$ cat src/rtl/gemm_tile_sequencer.sv
// Tile sequencer for an output-stationary systolic GEMM array: clear, stream, flush, readout.
// Optional performance counters are enabled with the GEMM_SEQ_PERF_CNT_EN macro.
module gemm_tile_sequencer #(
    parameter int ROWS  = 4,
    parameter int COLS  = 4,
    parameter int K_MAX = 16
) (
    input  logic                                     clk,
    input  logic                                     reset,
    input  logic                                     start,
    input  logic [$clog2(K_MAX):0]                   k_len,
    output logic                                     busy,
    output logic                                     done,
    output logic                                     err,
    output logic                                     acc_clear,
    input  logic                                     in_valid,
    output logic                                     in_ready,
    output logic                                     shift_en,
    output logic                                     feed_zero,
    output logic                                     out_valid,
    input  logic                                     out_ready,
    output logic [((ROWS > 1) ? $clog2(ROWS) : 1)-1:0] out_row_idx
`ifdef GEMM_SEQ_PERF_CNT_EN
    ,
    output logic [31:0]                              perf_stall_cycles,
    output logic [31:0]                              perf_bp_cycles
`endif
);
    localparam int KW        = $clog2(K_MAX) + 1;
    localparam int RW        = (ROWS > 1) ? $clog2(ROWS) : 1;
    localparam int FLUSH_LEN = ROWS + COLS - 2;
    localparam int FW        = (FLUSH_LEN > 1) ? $clog2(FLUSH_LEN) : 1;

    localparam logic [KW-1:0] K_MAX_V    = KW'(K_MAX);
    localparam logic [FW-1:0] FLUSH_LAST = FW'((FLUSH_LEN > 0) ? FLUSH_LEN - 1 : 0);
    localparam logic [RW-1:0] ROW_LAST   = RW'(ROWS - 1);

    localparam logic [2:0] S_IDLE    = 3'd0;
    localparam logic [2:0] S_CLEAR   = 3'd1;
    localparam logic [2:0] S_STREAM  = 3'd2;
    localparam logic [2:0] S_FLUSH   = 3'd3;
    localparam logic [2:0] S_READOUT = 3'd4;
    localparam logic [2:0] S_DONE    = 3'd5;

    logic [2:0]    state_reg, state_next;
    logic [KW-1:0] k_len_reg, k_len_next;
    logic [KW-1:0] beat_reg, beat_next, beat_inc;
    logic [FW-1:0] flush_reg, flush_next;
    logic [RW-1:0] row_reg, row_next;
    logic          err_reg, err_next;
    logic          k_len_ok;

    assign k_len_ok = (k_len != '0) && (k_len <= K_MAX_V);
    assign beat_inc = beat_reg + KW'(1);

    always_comb begin
        state_next = state_reg;
        k_len_next = k_len_reg;
        beat_next  = beat_reg;
        flush_next = flush_reg;
        row_next   = row_reg;
        err_next   = 1'b0;
        case (state_reg)
            S_IDLE: begin
                if (start) begin
                    if (k_len_ok) begin
                        k_len_next = k_len;
                        state_next = S_CLEAR;
                    end else begin
                        err_next = 1'b1;
                    end
                end
            end
            S_CLEAR: begin
                beat_next  = '0;
                flush_next = '0;
                row_next   = '0;
                state_next = S_STREAM;
            end
            S_STREAM: begin
                // in_ready is constant here, so a beat is simply in_valid
                if (in_valid) begin
                    beat_next = beat_inc;
                    if (beat_inc == k_len_reg) begin
                        state_next = (FLUSH_LEN == 0) ? S_READOUT : S_FLUSH;
                    end
                end
            end
            S_FLUSH: begin
                if (flush_reg == FLUSH_LAST) begin
                    state_next = S_READOUT;
                end else begin
                    flush_next = flush_reg + FW'(1);
                end
            end
            S_READOUT: begin
                if (out_ready) begin
                    if (row_reg == ROW_LAST) begin
                        row_next   = '0;
                        state_next = S_DONE;
                    end else begin
                        row_next = row_reg + RW'(1);
                    end
                end
            end
            S_DONE: begin
                state_next = S_IDLE;
            end
            default: begin
                state_next = S_IDLE;
            end
        endcase
    end

    always_ff @(posedge clk) begin
        if (reset) begin
            state_reg <= S_IDLE;
            k_len_reg <= '0;
            beat_reg  <= '0;
            flush_reg <= '0;
            row_reg   <= '0;
            err_reg   <= 1'b0;
        end else begin
            state_reg <= state_next;
            k_len_reg <= k_len_next;
            beat_reg  <= beat_next;
            flush_reg <= flush_next;
            row_reg   <= row_next;
            err_reg   <= err_next;
        end
    end

    assign busy        = (state_reg != S_IDLE);
    assign done        = (state_reg == S_DONE);
    assign err         = err_reg;
    assign acc_clear   = (state_reg == S_CLEAR);
    assign in_ready    = (state_reg == S_STREAM);
    assign shift_en    = ((state_reg == S_STREAM) && in_valid) || (state_reg == S_FLUSH);
    assign feed_zero   = (state_reg == S_FLUSH);
    assign out_valid   = (state_reg == S_READOUT);
    assign out_row_idx = row_reg;

`ifdef GEMM_SEQ_PERF_CNT_EN
    // index 0: operand starvation in STREAM, index 1: consumer backpressure in READOUT
    logic [1:0] perf_evt;
    assign perf_evt[0] = (state_reg == S_STREAM) && !in_valid;
    assign perf_evt[1] = (state_reg == S_READOUT) && !out_ready;

    for (genvar gi = 0; gi < 2; gi++) begin : g_perf
        logic [31:0] cnt_reg;
        always_ff @(posedge clk) begin
            if (reset || (state_reg == S_CLEAR)) begin
                cnt_reg <= '0;
            end else if (perf_evt[gi] && (cnt_reg != 32'hFFFF_FFFF)) begin
                cnt_reg <= cnt_reg + 32'd1;
            end
        end
    end

    assign perf_stall_cycles = g_perf[0].cnt_reg;
    assign perf_bp_cycles    = g_perf[1].cnt_reg;
`endif

endmodule

$ cat config.mk
export PLATFORM = sky130hd
export DESIGN_NAME = gemm_tile_sequencer
export DESIGN_NICKNAME = d
export VERILOG_FILES = /design/src/rtl/gemm_tile_sequencer.sv
export SDC_FILE = /design/constraint.sdc
export NUM_CORES = 1
export LEC_CHECK = 0
export CORE_MARGIN = 1.5
export CORE_UTILIZATION = 35
export CTS_CLUSTER_DIAMETER = 120
export DETAILED_ROUTE_END_ITERATION = 10
export PLACE_DENSITY_LB_ADDON = 0.12
export SETUP_SLACK_MARGIN = 0.05
export SYNTH_ARGS = -nofsm -noshare
export SYNTH_HDL_FRONTEND = slang
export SYNTH_SLANG_ARGS = --single-unit
$ cat constraint.sdc
create_clock -name clk -period 1.5 [get_ports clk]
set_input_delay 0.3 -clock clk [delete_from_list [all_inputs] [get_ports clk]]
set_output_delay 0.3 -clock clk [all_outputs]
set_load 0.01 [all_outputs]
; Word level (Yosys, flattened, before mapping)
; Index checks and enable logic that the tools add are counted.
[totals]
mem_bits_ro = 0
mem_count = 0
ff_bits = 19
out_inout_bits = 10
latch_bits = 0
ramBits = 0
word_cells = 59
[op_classes]
reduce_logical = 15
bitwise_logic = 2
magnitude_cmp = 1
n_eq_ne = 16
div_mod_pow = 0
n_addsub = 3
n_shift = 0
n_mul = 0
mux = 16
[op_table]
columns = operator, n
row1 = $mux W3, 8
row2 = $pmux W3 S5, 1
row3 = $pmux W5 S2, 1
row4 = $eq A3 B3 Y1 const B, 3
row5 = $ne A2 B1 Y1 const B, 4
row6 = $ne A2 B2 Y1 const B, 4
row7 = $reduce_and A7 Y1, 1
row8 = $eq A3 B2 Y1 const B, 2
row9 = $pmux W3 S2, 1
row10 = $reduce_and A2 Y1, 3
row11 = $reduce_bool A2 Y1, 3
row12 = $add A5 B1 Y5 const B, 1
row13 = $eq A5 B5 Y1, 1
row14 = $le A5 B5 Y1 const B, 1
row15 = $mux W5, 1
row16 = $reduce_bool A5 Y1, 1
row17 = $mux W2, 2
row18 = $pmux W2 S2, 1
row19 = $add A3 B1 Y3 const B, 1
row20 = $eq A3 B1 Y1 const B, 1
row21 = $logic_not A3 Y1, 1
row22 = $reduce_and A3 Y1, 1
row23 = $reduce_bool A3 Y1, 1
row24 = $reduce_or A3 Y1, 1
row25 = other kinds (6), 8

; Depth between registers and ports, before layout
; Gate-level depths: netlist (run 1).
[logic_depth]
word_depth = 5
ltp_mapped = 7

; Least setup slack after synthesis (run 1)
; Ideal clock, no wire load.
[synth_timing]
path_kind = reg2reg
start = register state_reg[2]
end = register k_len_reg[2]
stages_incl_launch_ff = 6
arrival_ns = 1.271
setup_time_ns = 0.132
n_path_buf = 1
path_slack_ns = 0.097
path_cell_list = dfxtp_1 -> buf_6 -> or3_4 -> or2_4 -> o21ai_1 -> a21oi_1
[synth_via]
elab_chain_len = 2
[synth_lines]
columns = element, line_no
row1 = from (decl), 45  ; logic [2:0] state_reg, state_next;
row2 = from (signal assigned), 124  ; state_reg <= state_next;
row3 = $logic_not A3 Y1, 63  ; case (state_reg)
row4 = $reduce_and A3 Y1 (no line), --
row5 = to (signal assigned), 125  ; k_len_reg <= k_len_next;
row6 = to (decl), 46  ; logic [KW-1:0] k_len_reg, k_len_next;
; Every way passes these cells.
; A chain may end at the register's enable or synchronous reset.

; Worst setup path after layout (run 1)
[layout_timing]
start = register state_reg[2]
end = output port busy
[layout_via]
elab_chain_len = 1
[layout_lines]
columns = element, line_no
row1 = $reduce_bool A3 Y1, 133  ; assign busy = (state_reg != S_IDLE);
row2 = to (decl), 12  ; output logic busy,
; Every way passes these cells.

==> metrics.log, run 1 <==
[metrics] nature of the critical path endpoint: output port
[metrics] total negative setup slack: -653 ps
[metrics] overall die height: 58.7 um
[metrics] maximum number of pins on one net before global-route repair: 12
[metrics] routed length on met2: 1.28 mm
[metrics] VDD IR-drop max: 0.331 mV
[metrics] Critical path origin: state_reg[2]
[metrics] Max stage delay cell, worst path: sky130_fd_sc_hd__or3_4
[metrics] drt initial violations: 12
[metrics] total via count in the routed design: 1049
[metrics] Via-to-Cell Ratio: 5.12
[metrics] post-synthesis instance area: 1080 um^2
[metrics] series of cell instances along the critical path: buf_4 -> or3_4 -> buf_6
[metrics] final setup skew: 7.29 ps
[metrics] overall overflow remaining after global route: 0
[metrics] via count of the first global-routing pass: 979
[metrics] Top Layer Used: met4
[metrics] minimum period implied by the final worst setup slack: 1610 ps
[metrics] count of flip-flops with a built-in enable after synthesis: 0
[metrics] total clock buffers created by CTS: 3
[metrics] worst reg2reg setup slack: -80 ps
[metrics] All-Layer GR Usage: 16.7%
[metrics] final hold vios: 0
[metrics] area added between synthesis and finish: 43.6%
[metrics] final wirelength: 2.59 mm
[metrics] met1 wire length: 1.16 mm
[metrics] Post-CTS Hold Buffers: 0
[metrics] placeable core region: 3000 um^2
[metrics] cell count after synthesis: 126
[metrics] run status: complete, but fails checks
[metrics] number of levels the H-tree was split into: 1
[metrics] cell depth of the worst hold path: 3
[metrics] setup slack of the critical path after layout: -109 ps
[metrics] HPWL after detailed placement: 1.99 mm
[metrics] crit path DAT: 1310 ps
[metrics] peak clock frequency supported by timing: 622 MHz
[metrics] clock tree from TritonCTS: done
[metrics] worst-path maximum fanout: 4
[metrics] worst slew slack as a fraction of its limit: 70.7%
[metrics] start point of the worst min-delay path: k_len[0]
[metrics] # Max-Cap Violations: 0
[metrics] number of library cell types mapped by synthesis: 40
[metrics] portion of the post-synthesis area used by sequential elements: 35.1%
[metrics] ANT nets after route: 0
[metrics] initial antenna violation count: 0
[metrics] Syn Area/Cell: 8.61 um^2
[metrics] largest stage delay on the critical path: 370 ps
[metrics] Final Net Count: 187
[metrics] Power Dens Cells: 720 nW/um^2
[metrics] kind of critical path: flip-flop to output port
[metrics] syn_nets: 140
[metrics] TritonRoute pass-1 iters: 4
[metrics] number of placement rows: 20
[metrics] die extent in x: 58.7 um
[metrics] total number of clock tree sinks: 19
[metrics] final estimated routing congestion in global placement: 0.782
[metrics] maximum number of buffers from clock root to sink: 2
[metrics] initial standard-cell utilization of the core: 36.1%
[metrics] routed len/inst: 12.6 um
[metrics] top-level port count: 20
[metrics] total of warnings raised by yosys: 0
[metrics] first-pass GRT wire length: 4.34 mm
[metrics] pins over their slew limit: 0
[metrics] buffers added on ports: 19
[metrics] r2r worst-path depth: 6
[metrics] fraction of synthesis flops using an asynchronous set or reset pin: 0%
[metrics] count of unresolved DRC violations after routing: 0
[metrics] source of the worst register-to-register timing path: state_reg[2]
[metrics] clock insertion delay at the later pin of the skew report: 310 ps
[metrics] unrepaired setup endpoints after global routing: yes
[metrics] slew of the pin with the lowest slew margin: 436 ps
[metrics] Lkg Pwr: 0.000668 uW
[metrics] Die Footprint: 3440 um^2
[metrics] Yosys reg bits: 19
[metrics] worst hold margin: 320 ps
[metrics] path category of the worst min-delay check: input port to flip-flop
[metrics] number of endpoints failing setup at the final stage: 9
[metrics] clock root cell: sky130_fd_sc_hd__clkbuf_4
[metrics] final worst path period share: 107%
[metrics] failing checks: setup timing
[metrics] Startpoint Class: flip-flop
[metrics] clock transition at the registers of the reported paths: 120 ps
[metrics] filler cell count: 298
[metrics] ant diodes: 0
[metrics] routed length on met3: 92 um
[metrics] worst endpoint required time: 1200 ps
[metrics] share of layout cells above drive strength 1: 36.6%
[metrics] Top FF cell, synth: sky130_fd_sc_hd__dfxtp_1
## critical path, delay by kind of cell (launching register included)
family | cells | cell delay (ps)
AND/OR/NAND/NOR | 1 | 370
buffers and inverters | 2 | 260
flip-flops | 1 | 360
## synthesized netlist by cell type (2+ instances only)
cell type,count,area share [%]
sky130_fd_sc_hd__a21oi_1,14,6.5
sky130_fd_sc_hd__a22oi_1,2,1.4
sky130_fd_sc_hd__dfxtp_1,19,35
sky130_fd_sc_hd__ha_1,4,4.6
sky130_fd_sc_hd__inv_1,3,1.0
sky130_fd_sc_hd__inv_2,3,1.0
sky130_fd_sc_hd__mux2_2,2,2.1
sky130_fd_sc_hd__nand2_1,4,1.4
sky130_fd_sc_hd__nand2b_1,2,1.2
sky130_fd_sc_hd__nand3_1,16,7.4
sky130_fd_sc_hd__nor2_1,10,3.5
sky130_fd_sc_hd__nor2b_1,2,1.2
sky130_fd_sc_hd__nor3_1,4,1.8
sky130_fd_sc_hd__o21ai_0,2,0.92
sky130_fd_sc_hd__o21ai_1,6,2.8
sky130_fd_sc_hd__or3_4,2,2.1
sky130_fd_sc_hd__xnor2_1,4,3.2
sky130_fd_sc_hd__xor2_1,5,4.0
## layer usage
metal,vias up,GRT usage [%]
met2,19,28.6
met4,0,8.44
met5,-,0
met3,5,2.86
met1,475,20.1
li1,550,-
## stage by stage
stage	util, %	worst slack (ps)	power [uW]	instances	instance area [um^2]
final	51.9	-109	1120	205	1560
after global routing	51.9	-153	1190	205	1560
after detailed placement	48.7	-358	841	197	1460
after floorplan	-	96.8	689	126	1080
after CTS	51.2	-121	1130	205	1540
after global placement	48.7	-342	839	197	1460
## logic make-up after synthesis
family	count (synthesis)	share of synthesized area, %
flops	19	35.1
simple gates	53	30.3
mux	2	2.08
compound gates	28	14.6
fa+ha+maj	4	4.61
buf+inv	10	4.50
xor+xnor	10	8.77
## what timing repair did
| action | CTS | global route |
|---|---|---|
| hold endpoints to repair | 0 | 0 |
| setup buffers | 4 | 1 |
| setup endpoints to repair | 20 | 18 |
| pin swaps | 4 | 6 |
| gates resized for setup | 48 | 7 |
## area by class of cell
type,instances,area (um^2),share of cell area [%]
Clock inverter,1,5.00,0.321
Timing Repair Buffer,46,383,24.6
Tap cell,33,41.3,2.65
Clock buffer,3,22.5,1.45
Sequential cell,19,388,24.9
Inverter,6,25.0,1.61
Multi-Input combinational cell,97,693,44.5
## layout by cell type (no fill, tap or decap), types with 3 or more instances in the layout
| cell type | synthesis | routed |
|---|---|---|
| sky130_fd_sc_hd__nand2_1 | 4 | 4 |
| sky130_fd_sc_hd__buf_2 | 0 | 4 |
| sky130_fd_sc_hd__xnor2_1 | 4 | 4 |
| sky130_fd_sc_hd__buf_6 | 1 | 5 |
| sky130_fd_sc_hd__clkdlybuf4s50_1 | 0 | 5 |
| sky130_fd_sc_hd__nor2_1 | 10 | 9 |
| sky130_fd_sc_hd__xor2_1 | 5 | 5 |
| sky130_fd_sc_hd__clkbuf_4 | 0 | 3 |
| sky130_fd_sc_hd__dlygate4sd2_1 | 0 | 5 |
| sky130_fd_sc_hd__a21oi_1 | 14 | 12 |
| sky130_fd_sc_hd__o21ai_1 | 6 | 4 |
| sky130_fd_sc_hd__dfxtp_1 | 19 | 15 |
| sky130_fd_sc_hd__ha_1 | 4 | 3 |
| sky130_fd_sc_hd__buf_4 | 1 | 25 |
| sky130_fd_sc_hd__inv_1 | 3 | 3 |
| sky130_fd_sc_hd__dfxtp_2 | 0 | 3 |
| sky130_fd_sc_hd__nand3_1 | 16 | 16 |
| sky130_fd_sc_hd__nor3_1 | 4 | 3 |
## where the power goes
| group | total (uW) | internal, uW | switching (uW) |
|---|---|---|---|
| registers | 539 | 524 | 14.9 |
| logic | 309 | 164 | 145 |
| clock network | 273 | 99.7 | 174 |
| total | 1120 | 788 | 334 |
## worst paths after layout
path                         end
hold / removal      k_len_reg[0]
hold reg to reg   out_row_idx[0]
setup / recovery            busy
setup reg to reg    k_len_reg[1]
Note: power is estimated with default switching activity, not from simulation.
==> run 2, diff against run 1 <==
Settings changed: CORE_MARGIN 1.5 to not set.
==> run 2 against run 1 <==
The flow finishes with violations (DRC, setup timing). Clock power barely moved. Clock skew fell by 2.1 ps. Die area fell by 3.4%. Utilization rose by 4.4 points. Sequential share of layout area fell by 0.66 points. Cell area rose by 3.1%. Routed wire length rose by 7.2%. Combinational power rose by 13%. Hold slack improved by 17 ps. Count of clock-buffer cells in the layout rose by 1. First-iteration DRC count rose to 2.6 times the previous value. Largest cell class unchanged. Highest routed layer unchanged.
==> metrics.log, run 2 (synthesis gave the netlist of run 1 again) <==
[metrics] final estimated routing congestion in global placement: 0.755
[metrics] buffers added on ports: 19
[metrics] number of placement rows: 19
[metrics] minimum period implied by the final worst setup slack: 1600 ps
[metrics] Startpoint Class: flip-flop
[metrics] placeable core region: 2850 um^2
[metrics] # Max-Cap Violations: 0
[metrics] most common library cell in the layout ignoring fill and taps: sky130_fd_sc_hd__buf_4
[metrics] share of layout cells above drive strength 1: 39.9%
[metrics] overall overflow remaining after global route: 0
[metrics] number of cells after detailed placement: 195
[metrics] pins over their slew limit: 0
[metrics] All-Layer GR Usage: 18.6%
[metrics] most frequent cells in the layout: sky130_fd_sc_hd__buf_4, sky130_fd_sc_hd__dfxtp_1, sky130_fd_sc_hd__nand3_1
[metrics] first-pass GRT wire length: 4.75 mm
[metrics] Via-to-Cell Ratio: 5.31
[metrics] routed len/inst: 13.6 um
[metrics] Lkg Pwr: 0.000673 uW
[metrics] ANT nets after route: 0
[metrics] Max stage delay cell, worst path: sky130_fd_sc_hd__or3_4
[metrics] peak clock frequency supported by timing: 626 MHz
[metrics] buffering stage count on the worst path with inverters included: 2
[metrics] area added between synthesis and finish: 48.0%
[metrics] worst slew slack as a fraction of its limit: 68.2%
[metrics] count of non-filler cells in the finished layout: 204
[metrics] number of endpoints failing setup at the final stage: 12
[metrics] clock root cell: sky130_fd_sc_hd__clkbuf_4
[metrics] maximum number of pins on one net before global-route repair: 11
[metrics] clock insertion delay at the later pin of the skew report: 300 ps
[metrics] Worst path top cell family by delay: simple AND/OR/NAND/NOR gates
[metrics] TritonRoute pass-1 iters: 7
[metrics] final wirelength: 2.78 mm
[metrics] count of unresolved DRC violations after routing: 1
[metrics] via count of the first global-routing pass: 1065
[metrics] overall die height: 57.7 um
[metrics] crit path DAT: 1300 ps
[metrics] ant diodes: 0
[metrics] setup slack of the critical path after layout: -96.3 ps
[metrics] total clock buffers created by CTS: 3
[metrics] largest stage delay on the critical path: 400 ps
[metrics] worst endpoint required time: 1200 ps
[metrics] nature of the critical path endpoint: output port
[metrics] kind of critical path: flip-flop to output port
[metrics] die extent in x: 57.7 um
[metrics] VDD IR-drop max: 0.459 mV
[metrics] path category of the worst min-delay check: input port to flip-flop
[metrics] failing checks: DRC, setup timing
[metrics] HPWL after detailed placement: 2.03 mm
[metrics] Die Footprint: 3330 um^2
[metrics] slew of the pin with the lowest slew margin: 474 ps
[metrics] series of cell instances along the critical path: buf_6 -> or3_4 -> buf_6
[metrics] final setup skew: 5.21 ps
[metrics] clock transition at the registers of the reported paths: 120 ps
[metrics] drt initial violations: 31
[metrics] initial standard-cell utilization of the core: 38.0%
[metrics] final worst path period share: 106%
[metrics] final hold vios: 0
[metrics] Power Dens Cells: 724 nW/um^2
[metrics] run status: complete, but fails checks
[metrics] cell repeated most along the worst path: sky130_fd_sc_hd__buf_6
[metrics] Pwr Total: 1160 uW
[metrics] top-level port count: 20
[metrics] unrepaired setup endpoints after global routing: yes
[metrics] worst-path maximum fanout: 3
[metrics] worst reg2reg setup slack: -70 ps
[metrics] total via count in the routed design: 1083
[metrics] Final Net Count: 188
[metrics] total number of clock tree sinks: 19
[metrics] number of levels the H-tree was split into: 1
[metrics] maximum number of buffers from clock root to sink: 2
[metrics] initial antenna violation count: 0
[metrics] clock tree from TritonCTS: done
-- run 2: changes by cell type in the layout (fill, tap and decap cells not counted), sizes merged --
cell | previous run | this run
dlymetal6s2s | 2 | 1
buf | 34 | 35
clkbuf | 3 | 4
clkinv | 1 | 0
dlygate4sd2 | 5 | 6
-- run 2: path summary, 6_finish.rpt --
path | depth (start not counted) | start | end
setup reg to reg | 6 | state_reg[0] | k_len_reg[1]
setup / recovery | 3 | state_reg[0] | busy
hold / removal | 3 | k_len[2] | k_len_reg[2]
hold reg to reg | 2 | k_len_reg[0] | k_len_reg[0]
-- run 2: timing repair --
action                     CTS  global route
gates cloned                 0             0
setup endpoints to repair   21            19
hold buffers                 0             0
resized for setup           51            15
setup buffers                3             2
pin swaps                    9            11
-- run 2: power breakdown --
| part | switching, uW | total, uW | internal, uW |
|---|---|---|---|
| clock | 167 | 271 | 104 |
| sequential | 19.2 | 542 | 523 |
| combinational | 163 | 349 | 186 |
-- run 2: worst min-delay path: stages --
cell and delay (ps):
sky130_fd_sc_hd__dlymetal6s2s_1 160, sky130_fd_sc_hd__nand3_1 90, sky130_fd_sc_hd__a21oi_1 60
-- run 2: cell type report --
class                           instances  area [um^2]
Fill cell                             274         1250
Sequential cell                        19          389
Timing Repair Buffer                   47          394
Inverter                                6         22.5
Multi-Input combinational cell         97          734
Tap cell                               31         38.8
Clock buffer                            4         26.3
-- run 2: per-layer routing --
| layer | routed length (um) | vias to the layer above | GRT usage, % |
|---|---|---|---|
| met4 | 36 | 0 | 6.80 |
| met3 | 61 | 4 | 2.68 |
| li1 | - | 545 | - |
| met5 | 0 | - | 0 |
| met2 | 1390 | 15 | 32.6 |
| met1 | 1290 | 519 | 23.4 |
-- run 2: stage by stage --
step / area, um^2 / utilization (%) / hold slack (ps) / worst slack (ps) / setup TNS [ps]
2_1_floorplan: 1080 / - / 448 / 96.8 / 0
3_3_place_gp: 1460 / 51.2 / 474 / -336 / -2900
3_5_place_dp: 1460 / 51.2 / 483 / -345 / -3190
4_1_cts: 1530 / 53.6 / 439 / -88.4 / -510
5_1_grt: 1610 / 56.3 / 365 / -149 / -1610
6_report: 1610 / 56.3 / 337 / -96.3 / -554
==> run 3, diff against run 2 <==
Settings changed: CTS_CLUSTER_DIAMETER 120 to 60, GPL_TIMING_DRIVEN set to 0.
==> run 3 against run 2 <==
The run still ends with DRC, setup timing left. Hold slack got worse by 15 ps. Critical endpoint unchanged. Utilization down 0.83 points. Largest power group unchanged. Register-to-register slack gained 30 ps. Largest cell class unchanged. Sequential share of layout area increased by 0.44 points. Power decreased by 2.0%.
==> metrics.log, run 3 (synthesis gave the netlist of run 1 again) <==
[metrics] run status: complete, but fails checks
[metrics] failing checks: DRC, setup timing
[metrics] top-level port count: 20
[metrics] unrepaired setup endpoints after global routing: yes
[metrics] ant diodes: 0
[metrics] Final Net Count: 182
[metrics] total via count in the routed design: 1070
[metrics] initial antenna violation count: 0
[metrics] clock tree from TritonCTS: done
[metrics] ANT nets after route: 0
[metrics] area added between synthesis and finish: 45.8%
[metrics] drt initial violations: 28
[metrics] via count of the first global-routing pass: 1022
[metrics] final wirelength: 2.75 mm
[metrics] clock transition at the registers of the reported paths: 120 ps
[metrics] total negative setup slack: -476 ps
[metrics] r2r worst-path depth: 6
[metrics] count of unresolved DRC violations after routing: 1
[metrics] Critical R2R Capture: k_len_reg[3]
[metrics] VDD IR-drop max: 0.394 mV
[metrics] TritonRoute pass-1 iters: 7
[metrics] final setup skew: 4.01 ps
[metrics] All-Layer GR Usage: 17.9%
[metrics] nature of the critical path endpoint: output port
[metrics] final estimated routing congestion in global placement: 0.755
[metrics] number of endpoints failing setup at the final stage: 12
[metrics] die extent in x: 57.7 um
[metrics] Post-CTS Hold Buffers: 0
[metrics] worst-path maximum fanout: 6
[metrics] series of cell instances along the critical path: buf_6 -> or3_4 -> buf_6
[metrics] # Max-Cap Violations: 0
[metrics] overall die height: 57.7 um
[metrics] cell repeated most along the worst path: sky130_fd_sc_hd__buf_6
[metrics] maximum number of buffers from clock root to sink: 2
[metrics] number of levels the H-tree was split into: 1
[metrics] Worst path top cell family by delay: simple AND/OR/NAND/NOR gates
[metrics] cell depth of the worst hold path: 3
[metrics] clock insertion delay at the later pin of the skew report: 300 ps
[metrics] number of placement rows: 19
[metrics] worst reg2reg setup slack: -40 ps
[metrics] pins over their slew limit: 0
[metrics] Die Footprint: 3330 um^2
[metrics] Max stage delay cell, worst path: sky130_fd_sc_hd__or3_4
[metrics] worst slew slack as a fraction of its limit: 64.0%
[metrics] Lkg Pwr: 0.000670 uW
[metrics] filler cell count: 283
[metrics] peak clock frequency supported by timing: 637 MHz
[metrics] first-pass GRT wire length: 4.50 mm
[metrics] buffers added on ports: 18
[metrics] kind of critical path: flip-flop to output port
[metrics] path category of the worst min-delay check: input port to flip-flop
[metrics] final hold vios: 0
[metrics] share of layout cells above drive strength 1: 37.1%
[metrics] Final Util: 55.4%
[metrics] clock root cell: sky130_fd_sc_hd__clkbuf_4
[metrics] placeable core region: 2850 um^2
[metrics] worst endpoint required time: 1200 ps
[metrics] source of the worst register-to-register timing path: state_reg[2]
[metrics] HPWL after detailed placement: 1.80 mm
[metrics] Pwr Total: 1140 uW
[metrics] largest stage delay on the critical path: 380 ps
[metrics] buffering stage count on the worst path with inverters included: 2
[metrics] maximum number of pins on one net before global-route repair: 12
[metrics] Min-Delay Endpoint: k_len_reg[0]
[metrics] start point of the worst min-delay path: k_len[0]
[metrics] final worst path period share: 105%
[metrics] setup slack of the critical path after layout: -69.9 ps
[metrics] Power Dens Cells: 720 nW/um^2
[metrics] slew of the pin with the lowest slew margin: 539 ps
[metrics] total clock buffers created by CTS: 3
[metrics] Via-to-Cell Ratio: 5.40
[metrics] crit path DAT: 1270 ps
[metrics] most frequent cells in the layout: sky130_fd_sc_hd__nand3_1, sky130_fd_sc_hd__dfxtp_1, sky130_fd_sc_hd__buf_4
[metrics] Startpoint Class: flip-flop
[metrics] total number of clock tree sinks: 19
[metrics] minimum period implied by the final worst setup slack: 1570 ps
[metrics] initial standard-cell utilization of the core: 38.0%
[metrics] overall overflow remaining after global route: 0
[metrics] routed len/inst: 13.9 um
==> run 3: cell count changes in the layout (fill, tap and decap cells not counted), moves of 2 or more <==
cell	before	now
sky130_fd_sc_hd__nor2_4	2	0
sky130_fd_sc_hd__dlymetal6s2s_1	1	4
sky130_fd_sc_hd__buf_4	24	14
sky130_fd_sc_hd__a22oi_1	0	2
sky130_fd_sc_hd__dlygate4sd2_1	6	4
sky130_fd_sc_hd__a22oi_2	2	0
sky130_fd_sc_hd__buf_6	7	9
==> run 3: area by class of cell <==
class | instances | area (um^2) | share of cell area (%)
Multi-Input combinational cell | 97 | 741 | 46.8
Sequential cell | 19 | 390 | 24.7
Timing Repair Buffer | 38 | 340 | 21.5
Tap cell | 31 | 38.8 | 2.45
Inverter | 6 | 25.0 | 1.58
Clock buffer | 3 | 22.5 | 1.42
Buffer | 3 | 18.8 | 1.19
Clock inverter | 1 | 5.00 | 0.316
==> run 3: timing repair <==
item                       4_1_cts  5_1_grt
gates resized for setup         46       24
buffers inserted                20        4
cloned                           0        0
pin swaps                       10       15
setup endpoints to repair       20       22
==> run 3: worst max-delay path by stage <==
stage,from,end,slack (ps),cells after the start
global route,state_reg[2],done,-150,4
global placement,in_valid,shift_en,-560,4
floorplan,state_reg[2],k_len_reg[2],100,5
finish,state_reg[2],busy,-70,3
detailed placement,in_valid,shift_en,-560,4
CTS,state_reg[0],acc_clear,-140,5
==> run 3: worst min-delay path: cells and delay by family <==
kind | cells | cell delay [ps]
AOI/OAI and AO/OA | 1 | 60
and+or+nand+nor | 1 | 80
buffers and inverters | 1 | 150
==> run 3: where the power goes <==
group / internal [uW] / switching, uW / leakage, uW / total, uW
Clock: 99.5 / 170 / 0.0000177 / 269
Combinational: 169 / 154 / 0.000496 / 323
Sequential: 524 / 21.9 / 0.000156 / 546
==> run 3: metrics by stage <==
step                instance area (um^2)  hold WS (ps)  std cells  setup slack (ps)
floorplan                           1080           448        126              96.8
global placement                    1300           477        175              -564
detailed placement                  1300           489        175              -559
CTS                                 1500           428        199              -142
global route                        1580           316        198              -151
finish                              1580           322        198             -69.9
==> run 3: routing by layer <==
layer	GRT usage, %	part of all wire, %	vias to the layer above
li1	-	-	533
met1	22.6	45	508
met2	30.7	50	23
met3	2.68	3.0	6
met4	7.14	2.1	0
met5	0	0	-
==> patch (flow settings as in run 1) <==
Change the parameter `K_MAX` from 16 to 8.
--- a/src/rtl/gemm_tile_sequencer.sv
+++ b/src/rtl/gemm_tile_sequencer.sv
@@ -3,7 +3,7 @@
 module gemm_tile_sequencer #(
     parameter int ROWS  = 4,
     parameter int COLS  = 4,
-    parameter int K_MAX = 16
+    parameter int K_MAX = 8
 ) (
     input  logic                                     clk,
     input  logic                                     reset,
Interface: changed (resized k_len); port bits go from 20 to 19. The function was not compared with the original's and may differ.
==> patch against run 1 <==
Sequential cell count fell by 2. Power up 16%. Largest cell class unchanged. Maximum frequency rose by 2.6%. Synthesized cell count fell by 13%. Final cell count shrank 10%. Cell area down 6.3%. The flow still finishes with violations (negative setup slack). Worst setup slack better by 0.041 ns. First-iteration DRC count rose by 42%. Highest routed layer unchanged. Synthesized area is 12% lower. Core utilization grew 6.0 points. Wire length decreased by 8.1%. Count of clock-buffer cells in the layout unchanged. Clock power shrank 5%.
==> patch: results (changes against run 1) <==
latest clock arrival within the worst-skew pair = 0.30 ns
Worst Hold Launch = k_len[2] (was k_len[0])
data arrival time of the critical path = 1.27 ns (was 1.31 ns)
synthesized net count = 122 (was 140)
post-placement worst setup slack = -0.4413 ns (was -0.3575 ns)
antenna violations before repair = 0 (unchanged)
Mapped Avg Cell Area = 8.735 µm² (was 8.609 µm²)
# diodes = 0 (unchanged)
sequential element share of the synthesized area = 35.74% (was 35.06%)
proportion of total power due to net switching = 32.12% (was 29.77%)
GRT Util Overall = 17.26% (was 16.70%)
CP startpoint = state_reg[1] (was state_reg[2])
Total Wirelength = 2379 µm (was 2590 µm)
detailed-route vias per instance = 5.076 (was 5.117)
# setup viols final = 8 (was 9)
via count of the first global-routing pass = 854 (was 979)
number of warnings issued by yosys = 0 (unchanged)
maximum buffer depth of the clock tree = 2 (unchanged)
violated checks = negative setup slack (unchanged)
placed standard-cell area = 1297 µm² (was 1463 µm²)
synth top area cells = dfxtp_1, ha_1, a21oi_1 (was dfxtp_1, nand3_1, a21oi_1)
result of the run = complete, but fails checks (unchanged)
CTS root buffer = clkbuf_4 (unchanged)
CP Capture Type = output port (unchanged)
post-synthesis compound-gate area fraction = 14.59% (was 14.65%)
share of the synthesized netlist area taken by xor and xnor gates = 5.519% (was 8.766%)
worst-case setup margin in the final layout = -0.06757 ns (was -0.1086 ns)
Final Wtd Congestion = 0.7840 (was 0.7824)
Relative slew margins = 79.65% (was 70.70%)
multiplexer share of the synthesized area = 4.336% (was 2.076%)
adder and majority cell fraction of the synthesized area = 5.256% (was 4.614%)
number of clock buffers inserted by TritonCTS = 3 (unchanged)
via count = 934 (was 1049)
Port Buffer Count = 18 (was 19)
ys async rst share = 0% (unchanged)
final hold vios = 0 (unchanged)
crit-path max FO = 5 (was 4)
number of DRC violations after detailed-routing iteration 0 = 17 (was 12)
total number of H-tree levels = 1 (unchanged)
count of final max-slew check failures = 0 (unchanged)
clock-pin slew on the worst setup and hold paths = 0.10 ns (was 0.12 ns)
largest net degree at the start of global routing = 12 (unchanged)
cell count after placement = 172 (was 197)
fraction of final layout cells sized beyond drive strength 1 = 40.26% (was 36.63%)
top post-synthesis cells by count = dfxtp_1, nor2_1, a21oi_1 (was dfxtp_1, nand3_1, a21oi_1)
Leakage = 0.6641 nW (was 0.6679 nW)
largest vdd supply drop = 0.7451 mV (was 0.3309 mV)
Filler cells = 249 (was 298)
Sum Neg Setup Slack = -0.2172 ns (was -0.6525 ns)
count of different cell masters after synthesis = 40 (unchanged)
first-pass GRT wire length = 3698 µm (was 4340 µm)
setup skew after layout = 0.004495 ns (was 0.007289 ns)
hpwl dp = 1715 µm (was 1986 µm)
==> patch: cell types whose count changed after synthesis, sizes merged, moves of 3 or more <==
cell          run 1  this run
nor3              4         1
a21oi            14         9
o21ai             8         5
nand3            16         8
inv               6         3
mux2i             0         3
xor2              6         3
==> patch: path summary, 6_finish.rpt <==
kind,cells past startpoint,slack [ns],endpoint
min,3,0.36,err
min reg2reg,2,0.49,out_row_idx[1]
max reg2reg,5,-0.02,k_len_reg[2]
max,3,-0.07,busy
==> patch: final cells by class <==
type,count,area (µm²),share of cell area [%]
tap,30,37.54,2.573
multi-input combinational,82,626.9,42.97
timing repair buffer,48,407.9,27.96
sequential,17,347.8,23.84
inverter,3,11.26,0.7719
clock inverter,1,5.005,0.3431
clock buffer,3,22.52,1.544
==> patch: power by group through the flow <==
| stage | sequential (mW) | combinational, mW | clock, mW |
|---|---|---|---|
| floorplan | 0.507 | 0.243 | 0 |
| finish | 0.513 | 0.531 | 0.258 |
| global route | 0.518 | 0.576 | 0.291 |
| CTS | 0.509 | 0.509 | 0.273 |
| detailed placement | 0.517 | 0.461 | 0 |
| global placement | 0.517 | 0.460 | 0 |
==> patch: repair_timing <==
| action | CTS | global route |
|---|---|---|
| buffers inserted | 6 | 2 |
| hold buffers | 0 | 0 |
| hold endpoints to repair | 0 | 0 |
| pin swaps | 7 | 5 |
| cloned | 0 | 0 |
| setup endpoints to repair | 19 | 15 |
| resized for setup | 56 | 9 |
==> patch: per-layer routing <==
metal,GRT usage (%),routed length (µm),vias to the layer above
li1,-,-,479
met1,22.50,1156,439
met2,27.78,1113,13
met3,5.645,95,3
met4,3.659,14,0
met5,0,0,-
==> patch: critical path, stage by stage (launching register included) <==
cell and delay (ns):
dfxtp_2 0.35, buf_6 0.13, or3_1 0.35, buf_2 0.14
